`src/rtl/pwm_dac_if.sv`:
```
// Bundles the sample/control inputs and the PWM/observability outputs of the
// pwm_dac output stage.
//
// Handshake semantics: there is no valid/ready pair. The upstream side holds
// sample_in and mode continuously. The stage reads them only in the period
// boundary cycle, and announces that read with a one-cycle sample_tick.
// sample_tick is asserted in the cycle the new duty becomes active. en is a
// level-sensitive count enable, not a handshake.
interface pwm_dac_if #(
  parameter int o  = 16,
  parameter int PW = 8
);
  // Upstream controls
  logic              en;
  logic              mode;
  logic [o-1:0]      sample_in;

  // Stage outputs
  logic              pwm_out;
  logic              sample_tick;
  logic [PW-1:0]     duty;

  // Internal state mirrors, for checkers and debug
  logic [PW-1:0]     dbg_cnt;
  logic [o-PW-1:0]   dbg_err;

  // Upstream / bench side
  modport master (
    output en, mode, sample_in,
    input  pwm_out, sample_tick, duty, dbg_cnt, dbg_err
  );

  // PWM stage side
  modport slave (
    input  en, mode, sample_in,
    output pwm_out, sample_tick, duty, dbg_cnt, dbg_err
  );
endinterface

```
`src/rtl/pwm_dac.sv`:
```
// PWM output stage. It converts an o-bit unsigned sample into a single-bit PWM
// stream with 2^PW cycles per period. An optional first-order error-feedback
// path carries the truncated sample LSBs into later periods. A one-cycle tick
// marks each period in which a new duty value takes effect.
//
// The parameters must satisfy 1 <= PW < o.
module pwm_dac #(
  parameter int o  = 16,
  parameter int PW = 8
) (
  input  logic       clk,
  input  logic       rst_n,
  pwm_dac_if.slave   bus
);

  // Width of the error accumulator, which holds the bits truncated below the duty.
  localparam int EW = o - PW;

  // Period counter, active duty, error accumulator and registered outputs
  logic [PW-1:0] cnt;
  logic [PW-1:0] duty_q;
  logic [EW-1:0] err_q;
  logic          pwm_q;
  logic          tick_q;

  // Boundary evaluation terms
  logic          boundary;
  logic [o:0]    sum;
  logic          sat;
  logic [PW-1:0] next_duty;
  logic [EW-1:0] next_err;

  // Detect the boundary and compute the duty and error to latch there.
  // With mode=0 the error term is zero, so the sum cannot overflow and the
  // sample is plainly truncated. The error is also cleared, which keeps a
  // mode change clean at the next latch.
  always_comb begin
    boundary  = 1'b0;
    sum       = '0;
    sat       = 1'b0;
    next_duty = '0;
    next_err  = '0;

    boundary = bus.en && (cnt == {PW{1'b1}});
    sum      = {1'b0, bus.sample_in}
             + (bus.mode ? {{(o + 1 - EW){1'b0}}, err_q} : {(o + 1){1'b0}});
    sat      = sum[o];

    if (sat) begin
      // Saturate instead of wrapping to a small duty
      next_duty = {PW{1'b1}};
      next_err  = '0;
    end else begin
      next_duty = sum[o-1 -: PW];
      next_err  = bus.mode ? sum[EW-1:0] : {EW{1'b0}};
    end
  end

  // Counter, duty/error latch and registered PWM/tick outputs. With en low,
  // all state freezes so the current period is stretched, not restarted.
  always_ff @(posedge clk or negedge rst_n) begin
    if (!rst_n) begin
      cnt    <= '0;
      duty_q <= '0;
      err_q  <= '0;
      pwm_q  <= 1'b0;
      tick_q <= 1'b0;
    end else if (bus.en) begin
      // The compare uses the pre-edge cnt and duty, so the PWM output
      // lags the counter by one cycle.
      pwm_q  <= (cnt < duty_q);
      tick_q <= boundary;
      cnt    <= cnt + PW'(1);
      if (boundary) begin
        duty_q <= next_duty;
        err_q  <= next_err;
      end
    end else begin
      pwm_q  <= 1'b0;
      tick_q <= 1'b0;
    end
  end

  // Outputs and state mirrors
  assign bus.pwm_out     = pwm_q;
  assign bus.sample_tick = tick_q;
  assign bus.duty        = duty_q;
  assign bus.dbg_cnt     = cnt;
  assign bus.dbg_err     = err_q;

endmodule

```
`src/flat_wrapper.sv`:
```
// flat-port wrapper written by rule: the top's interface ports become plain ports
module pwm_dac_flat 
#(
  parameter int o  = 16,
  parameter int PW = 8
)
  (clk, rst_n, bus_en, bus_mode, bus_sample_in, bus_pwm_out, bus_sample_tick, bus_duty, bus_dbg_cnt, bus_dbg_err);
  pwm_dac_if #(.o(o), .PW(PW)) bus_i ();
  input  logic clk;
  input  logic rst_n;
  input wire logic [$bits(bus_i.en)-1:0] bus_en;
  input wire logic [$bits(bus_i.mode)-1:0] bus_mode;
  input wire logic [$bits(bus_i.sample_in)-1:0] bus_sample_in;
  output wire logic [$bits(bus_i.pwm_out)-1:0] bus_pwm_out;
  output wire logic [$bits(bus_i.sample_tick)-1:0] bus_sample_tick;
  output wire logic [$bits(bus_i.duty)-1:0] bus_duty;
  output wire logic [$bits(bus_i.dbg_cnt)-1:0] bus_dbg_cnt;
  output wire logic [$bits(bus_i.dbg_err)-1:0] bus_dbg_err;
  assign bus_i.en = bus_en;
  assign bus_i.mode = bus_mode;
  assign bus_i.sample_in = bus_sample_in;
  assign bus_pwm_out = bus_i.pwm_out;
  assign bus_sample_tick = bus_i.sample_tick;
  assign bus_duty = bus_i.duty;
  assign bus_dbg_cnt = bus_i.dbg_cnt;
  assign bus_dbg_err = bus_i.dbg_err;
  pwm_dac #(.o(o), .PW(PW)) u_core (.clk(clk), .rst_n(rst_n), .bus(bus_i));
endmodule
```
`config.mk`:
```
export PLATFORM = sky130hd
export DESIGN_NAME = pwm_dac_flat
export DESIGN_NICKNAME = d
export VERILOG_FILES = /design/src/rtl/pwm_dac_if.sv /design/src/rtl/pwm_dac.sv /design/src/flat_wrapper.sv
export SDC_FILE = /design/constraint.sdc
export NUM_CORES = 1
export LEC_CHECK = 0
export ABC_AREA = 1
export BUFFER_PORTS_ARGS = -buffer_cell sky130_fd_sc_hd__buf_2
export CORE_ASPECT_RATIO = 1.4
export CORE_MARGIN = 4
export CORE_UTILIZATION = 55
export CTS_CLUSTER_SIZE = 40
export DETAILED_ROUTE_END_ITERATION = 12
export GPL_TIMING_DRIVEN = 0
export PLACE_DENSITY = 0.91
export SETUP_SLACK_MARGIN = 0.5
export SYNTH_ARGS = -nofsm -noshare
export SYNTH_HDL_FRONTEND = slang
export SYNTH_SLANG_ARGS = --single-unit
```
`constraint.sdc`:
```
create_clock -name clk -period 5.4 [get_ports clk]
set_input_delay 1.35 -clock clk [delete_from_list [all_inputs] [get_ports clk]]
set_output_delay 1.35 -clock clk [all_outputs]
set_load 0.01 [all_outputs]
```
==> summary.txt, run 1 <==
Worst setup path
  – Path depth of the worst reg2reg path: 12
  – Crit path max fanout: 9
  – Worst setup path class: in2reg
  – Setup crit start kind: input pin
  – R2r endpoint: u_core.bus.duty[1]
  – Worst EP required: 5.58 ns
  – Worst R2R Start: u_core.bus.dbg_err[0]
  – Data arrival time of the critical path: 3.28 ns
  – Reg-to-reg slack, setup: approximately 3.2 ns
  – Endpoint type of the worst setup path: register

STA
  – Skew final: 0.001606 ns
  – Final setup viols: 0
  – Worst slew margin: 60.86%
  – Fmax: 322.6 MHz
  – Final Cycle Share: between 50% and 60%
  – Setup TNS: 0 ns
  – Worst-Margin Slew: 0.5871 ns
  – RSZ-0062 raised after global routing: no
  – Fin. max-slew vios: 0
  – Hold Vio Cnt, Final: 0
  – Hold Slack: 0.5208 ns
  – Final period demand of the worst path: 3.100 ns

Placed design
  – Post-detail-place hpwl: around 3800 um
  – DP Area: 2262 sq um
  – Port Buffers: 44
  – Gp weighted congestion: 0.9136
  – Placed cells: 367

Flow run
  – Max_cap viols: 0

Logic synthesis
  – FF+latch count, synth: 26
  – Post-synth top cells: nand2_1, inv_1, dfrtp_1, nand3_1, ha_1
  – Synth Area in Simple Gates: 32.22%
  – Post-synthesis mux area share: 0%
  – Top-area cell type share of the netlist area: 32.66%
  – Share of synthesized registers carrying an async set or reset: 100.0%
  – Netlist Area Pre-Place: 1992 sq um
  – Yosys warnings: 0
  – Syn Nets: between 300 and 400
  – Leading area contributor after synthesis: dfrtp_1
  – Largest family of logic cells by synthesized area: simple AND/OR/NAND/NOR gates
  – Syn Inst Count: 283
  – Area fraction in compound gates after synthesis: 6.093%
  – Xor/xnor cell area share of the yosys netlist: 6.156%
  – Adder-cell share of the synthesized area: 11.06%
  – Count leader, synth: nand2_1
  – Synth cell types: 25
  – Seq/Total Area, Yosys: 32.66%
  – Ranking of synthesized cells by area: dfrtp_1, nand2_1, inv_1
  – Syn_area_per_cell: 7.039 sq um
  – Top FF cell, synth: dfrtp_1
  – Number of synthesized flops with an enable pin: 0

Clocking
  – CTS tree: built
  – CTS-repair resized insts: 0
  – Clock tree buffer depth: 2
  – Hold buffer count at cts: 0
  – Setup Buffers After CTS: 0
  – Clk pin slew, worst setup/hold paths: 0.09 ns
  – Sink Count: 26
  – Clk_lat worst skew: 0.27 ns
  – Htree depth: 1
  – Inserted Clock Buffers: 3
  – CTS root buf: clkbuf_8

Routing
  – DR DRC count: 0
  – Final ANT Viol Nets: 0
  – Iter 0 DRT Violations: 117
  – DR WL/cell: around 13 um
  – Pre-Repair DR Iteration Count: 4
  – Vias: 1,934
  – Routed WL: between 4000 and 5000 um
  – Via-to-Cell Ratio: 5.213

Floorplanning
  – Die Area: 4662 sq um
  – Die H: approximately 80 um
  – Core area: around 3400 sq um
  – Die X: just under 60 um
  – FP Rows: 25
  – Boundary Pins: 46
  – Initial Util: between 50% and 60%

Cells and area
  – Final Instance Area: 2333 sq um
  – Layout Cells excl Fill: about 370
  – Final core utilization: between 60% and 70%
  – Syn-to-layout area delta: 17.15%
  – Share of layout cells above drive strength 1: ~17%
  – Antenna Cells: 0
  – Final net count: ~370

Hold path
  – Hold Crit Endpoint: u_core.bus.dbg_err[4]
  – Hold wc startpoint: u_core.bus.dbg_err[4]
  – WHS Path Cells: 2
  – Min-Delay Path Class: reg2reg

GRT
  – Largest net degree at the start of global routing: 27
  – GRT Total Usage: between 20% and 30%
  – First-pass GRT wire length: 8121 um
  – Number of global-route vias before repair: between 1,500 and 2,000
  – Overflow after GRT: 0
  – Initial antenna violation count: 0

Pwr
  – PwrDens: 246.4 nW/um^2
  – Peak supply drop: 0.2344 mV
  – Lkg Pwr: 1.414 nW

Run status
  – Status: finished, final reports clean
-- final cells by class --
cell class	instances	area, sq um
plain buffers	2	12.51
clock buffers	3	41.29
clock inverters	1	30.03
fillers	298	1107
inverters	59	222.7
multi-input cells	196	1106
flip-flops and latches	26	650.6
well taps	40	50.05
repair buffers	44	220.2
-- worst max-delay path, stage by stage --
cell	delay (ns)
buf_2	0.17
nand2_1	0.08
inv_1	0.04
ha_1	0.22
fa_1	0.41
nand2_1	0.08
nand3_1	0.13
nand3_1	0.10
nand2_1	0.16
a21oi_4	0.28
nand3_1	0.14
nand2_1	0.08
inv_1	0.03
-- state kept, by name, indices dropped and copies added, names as in the netlist --
register / flops
u_core.bus.dbg_cnt: 8
u_core.bus.pwm_out: 1
u_core.bus.duty: 8
u_core.bus.dbg_err: 8
u_core.bus.sample_tick: 1
-- where the power goes --
group	leakage, nW	internal [W]	total, W	switching [W]
Clock	0.0357	0.0000992	0.000163	0.0000636
Sequential	0.312	0.000222	0.000262	0.0000408
Combinational	1.07	0.0000622	0.000150	0.0000876
Total	1.41	0.000383	0.000575	0.000192
-- kinds of logic after synthesis --
kind of cell	count (synthesis)
AOI/OAI and AO/OA	21
xor gates and xnor gates	14
adders and majority gates	17
buffers and inverters	61
DFF	26
and+or+nand+nor	144
-- how the worst max path moves through the flow --
stage             start                  to  slack [ns]  depth (start not counted)
6_report       bus_mode  u_core.bus.duty[1]        2.30                         13
5_1_grt        bus_mode  u_core.bus.duty[2]        2.20                         13
4_1_cts        bus_mode  u_core.bus.duty[1]        2.34                         13
3_5_place_dp   bus_mode  u_core.bus.duty[1]        2.04                         13
3_3_place_gp   bus_mode  u_core.bus.duty[1]        2.06                         13
2_1_floorplan  bus_mode  u_core.bus.duty[2]        2.34                         13
-- through the flow --
step	power (W)	setup slack, ns
after floorplan	0.0003492	2.339
after global placement	0.0004028	2.064
after detailed placement	0.0004168	2.039
after CTS	0.0005836	2.336
after global routing	0.0006174	2.197
final	0.0005751	2.300
-- per-layer routing --
layer	track usage, %	share of wire, %	vias up	routed length, um
met3	2.927	4.0	21	190
met4	11.34	3.7	0	178
met2	41.26	53	58	2517
met5	0	0	-	0
met1	23.40	39	884	1868
li1	-	-	971	-
-- placed cells by master (no fill, tap or decap), drive strengths merged --
cell type | Yosys | final
o21ai | 11 | 11
o21a | 1 | 1
buf | 2 | 46
bufinv | 0 | 1
nor2 | 15 | 15
clkbuf | 0 | 3
fa | 1 | 1
ha | 16 | 16
dfrtp | 26 | 26
nand4 | 7 | 7
a21oi | 8 | 8
or2 | 1 | 1
clkinv | 1 | 1
and2 | 1 | 1
nand2 | 91 | 91
xor2 | 7 | 7
xnor2 | 7 | 7
nor3b | 1 | 1
nand3 | 28 | 28
inv | 58 | 58
a22oi | 1 | 1
(Power assumes the default switching activity.)
==> inputs of run 2 (changes only) <==
--- a/config.mk
+++ b/config.mk
@@ -9,11 +9,11 @@
 export BUFFER_PORTS_ARGS = -buffer_cell sky130_fd_sc_hd__buf_2
 export CORE_ASPECT_RATIO = 1.4
 export CORE_MARGIN = 4
-export CORE_UTILIZATION = 55
+export CORE_UTILIZATION = 49
 export CTS_CLUSTER_SIZE = 40
 export DETAILED_ROUTE_END_ITERATION = 12
 export GPL_TIMING_DRIVEN = 0
-export PLACE_DENSITY = 0.91
+export PLACE_DENSITY = 0.87
 export SETUP_SLACK_MARGIN = 0.5
 export SYNTH_ARGS = -nofsm -noshare
 export SYNTH_HDL_FRONTEND = slang
==> constraint.sdc (replaced) <==
create_clock -name clk -period 2.75 [get_ports clk]
set_input_delay 0.6875 -clock clk [delete_from_list [all_inputs] [get_ports clk]]
set_output_delay 0.6875 -clock clk [all_outputs]
set_load 0.01 [all_outputs]
==> summary.txt, run 2 (synthesis results as in run 1) <==
Clocking
  – Setup Buffers After CTS: 0
  – Htree depth: 1
  – Clk pin slew, worst setup/hold paths: approximately 0.09 ns
  – Inserted Clock Buffers: 3
  – CTS tree: built
  – Clock tree buffer depth: 2
  – Sink Count: 26
  – CTS root buf: clkbuf_8
  – Hold buffer count at cts: 0
  – CTS-repair resized insts: 0
  – Clk_lat worst skew: 0.28 ns

Placed design
  – Post-detail-place hpwl: approximately 3800 um
  – Gp weighted congestion: roughly 0.87
  – Port Buffers: 44

Pwr
  – Clock network fraction of design power: between 20% and 30%
  – Peak supply drop: 0.3719 mV
  – PwrDens: 447.5 nW/um^2
  – Lkg Pwr: 1.417 nW
  – Seq pwr share: 48.3%
  – Int Pwr: 0.0006873 W
  – Comb power frac: 28.1%
  – Sw Ratio: a little over a third
  – Switch Pwr: 0.0003731 W

Run status
  – Status: finished, final reports clean

Worst setup path
  – Worst EP required: 2.93 ns
  – Data arrival time of the critical path: 2.32 ns
  – Crit path max fanout: 9
  – Worst R2R Start: u_core.bus.dbg_err[0]
  – Setup crit start kind: input pin
  – R2r endpoint: u_core.bus.duty[1]
  – Reg-to-reg slack, setup: 0.72 ns
  – Endpoint type of the worst setup path: register
  – Path depth of the worst reg2reg path: 12
  – Worst setup path class: in2reg

Cells and area
  – Share of layout cells above drive strength 1: 19.58%
  – Multi-input gate area: between 1000 and 1500 sq um
  – Final core utilization: 60.47%
  – # fillers: 360
  – Final net count: 370
  – Most common cell after layout, fill and taps aside: nand2_1
  – Commonest non-fill, non-tap cells in the layout: nand2_1, inv_1, buf_2
  – Syn-to-layout area delta: 18.97%
  – Antenna Cells: 0
  – Seq. cell area: about 650 sq um

STA
  – Final Cycle Share: around 78%
  – Hold Vio Cnt, Final: 0
  – Fin. max-slew vios: 0
  – Setup TNS: 0 ns
  – Skew final: 0.005636 ns
  – Worst slew margin: approximately three fifths
  – Fmax: 468.0 MHz
  – RSZ-0062 raised after global routing: no
  – Worst-Margin Slew: 0.5740 ns
  – Final setup viols: 0
  – Final period demand of the worst path: roughly 2.1 ns

GRT
  – First-pass GRT wire length: approximately 8000 um
  – Overflow after GRT: 0
  – GRT Total Usage: 19.26%
  – Initial antenna violation count: 0
  – Number of global-route vias before repair: 1,918
  – Largest net degree at the start of global routing: 27

Routing
  – Vias: between 1,500 and 2,000
  – Routed WL: between 4000 and 5000 um
  – Iter 0 DRT Violations: 71
  – Via-to-Cell Ratio: approximately 5.2
  – Final ANT Viol Nets: 0
  – Pre-Repair DR Iteration Count: 4
  – DR WL/cell: 12.09 um
  – DR DRC count: 0

Floorplanning
  – Die H: 83.44 um
  – Initial Util: between 50 and 60%
  – Boundary Pins: between 40 and 50
  – Die X: 61.89 um
  – FP Rows: 27
  – Core area: just under 4000 sq um
  – Die Area: around 5200 sq um

Flow run
  – Max_cap viols: 0

Hold path
  – Min-Delay Path Class: in2async
run 2: metrics by stage:
stage	instance area (sq um)	setup WS (ns)	cells	total power (W)	hold WS, ns
after floorplan	2033	0.5061	283	0.0006871	0.3919
after global placement	2307	0.3031	370	0.0007933	0.4875
after detailed placement	2307	0.2853	370	0.0008219	0.4941
after CTS	2362	0.5859	374	0.001076	0.4135
after global routing	2370	0.4971	375	0.001143	0.4419
final	2370	0.6134	375	0.001060	0.3962
run 2: how the worst max path moves through the flow:
stage | start | to | cells past startpoint
global route | bus_mode | u_core.bus.duty[1] | 13
global placement | bus_mode | u_core.bus.duty[1] | 13
CTS | bus_mode | u_core.bus.duty[1] | 13
floorplan | bus_mode | u_core.bus.duty[1] | 13
finish | bus_mode | u_core.bus.duty[1] | 13
detailed placement | bus_mode | u_core.bus.duty[1] | 13
run 2: power by group through the flow:
stage          clock [W]  sequential (W)  combinational (W)
3_3_place_gp           0        0.000514           0.000280
3_5_place_dp           0        0.000522           0.000300
5_1_grt         0.000278        0.000521           0.000344
2_1_floorplan          0        0.000533           0.000154
4_1_cts         0.000260        0.000514           0.000302
6_report        0.000251        0.000512           0.000298
run 2: routing by layer:
metal	up-vias	global-route usage, %	routed length [um]
met5	-	0	0
met4	0	9.846	161
met3	17	3.421	267
met2	55	35.46	2458
met1	889	18.97	1646
li1	972	-	-
run 2: worst max-delay path, cell delays in order:
cell	delay (ns)
buf_6	0.12
nand2_2	0.06
inv_2	0.04
ha_4	0.16
fa_2	0.39
nand2_1	0.09
nand3_2	0.10
nand3_2	0.11
nand2_4	0.07
a21oi_4	0.23
nand3_1	0.14
nand2_1	0.08
inv_1	0.04
run 2: area by class of cell:
class	count	share of cell area (%)
Buffer	2	0.7920
Clock buffer	4	2.323
Inverter	59	9.398
Multi-Input combinational cell	196	48.15
Sequential cell	26	27.46
Tap cell	43	2.270
Timing Repair Buffer	45	9.609
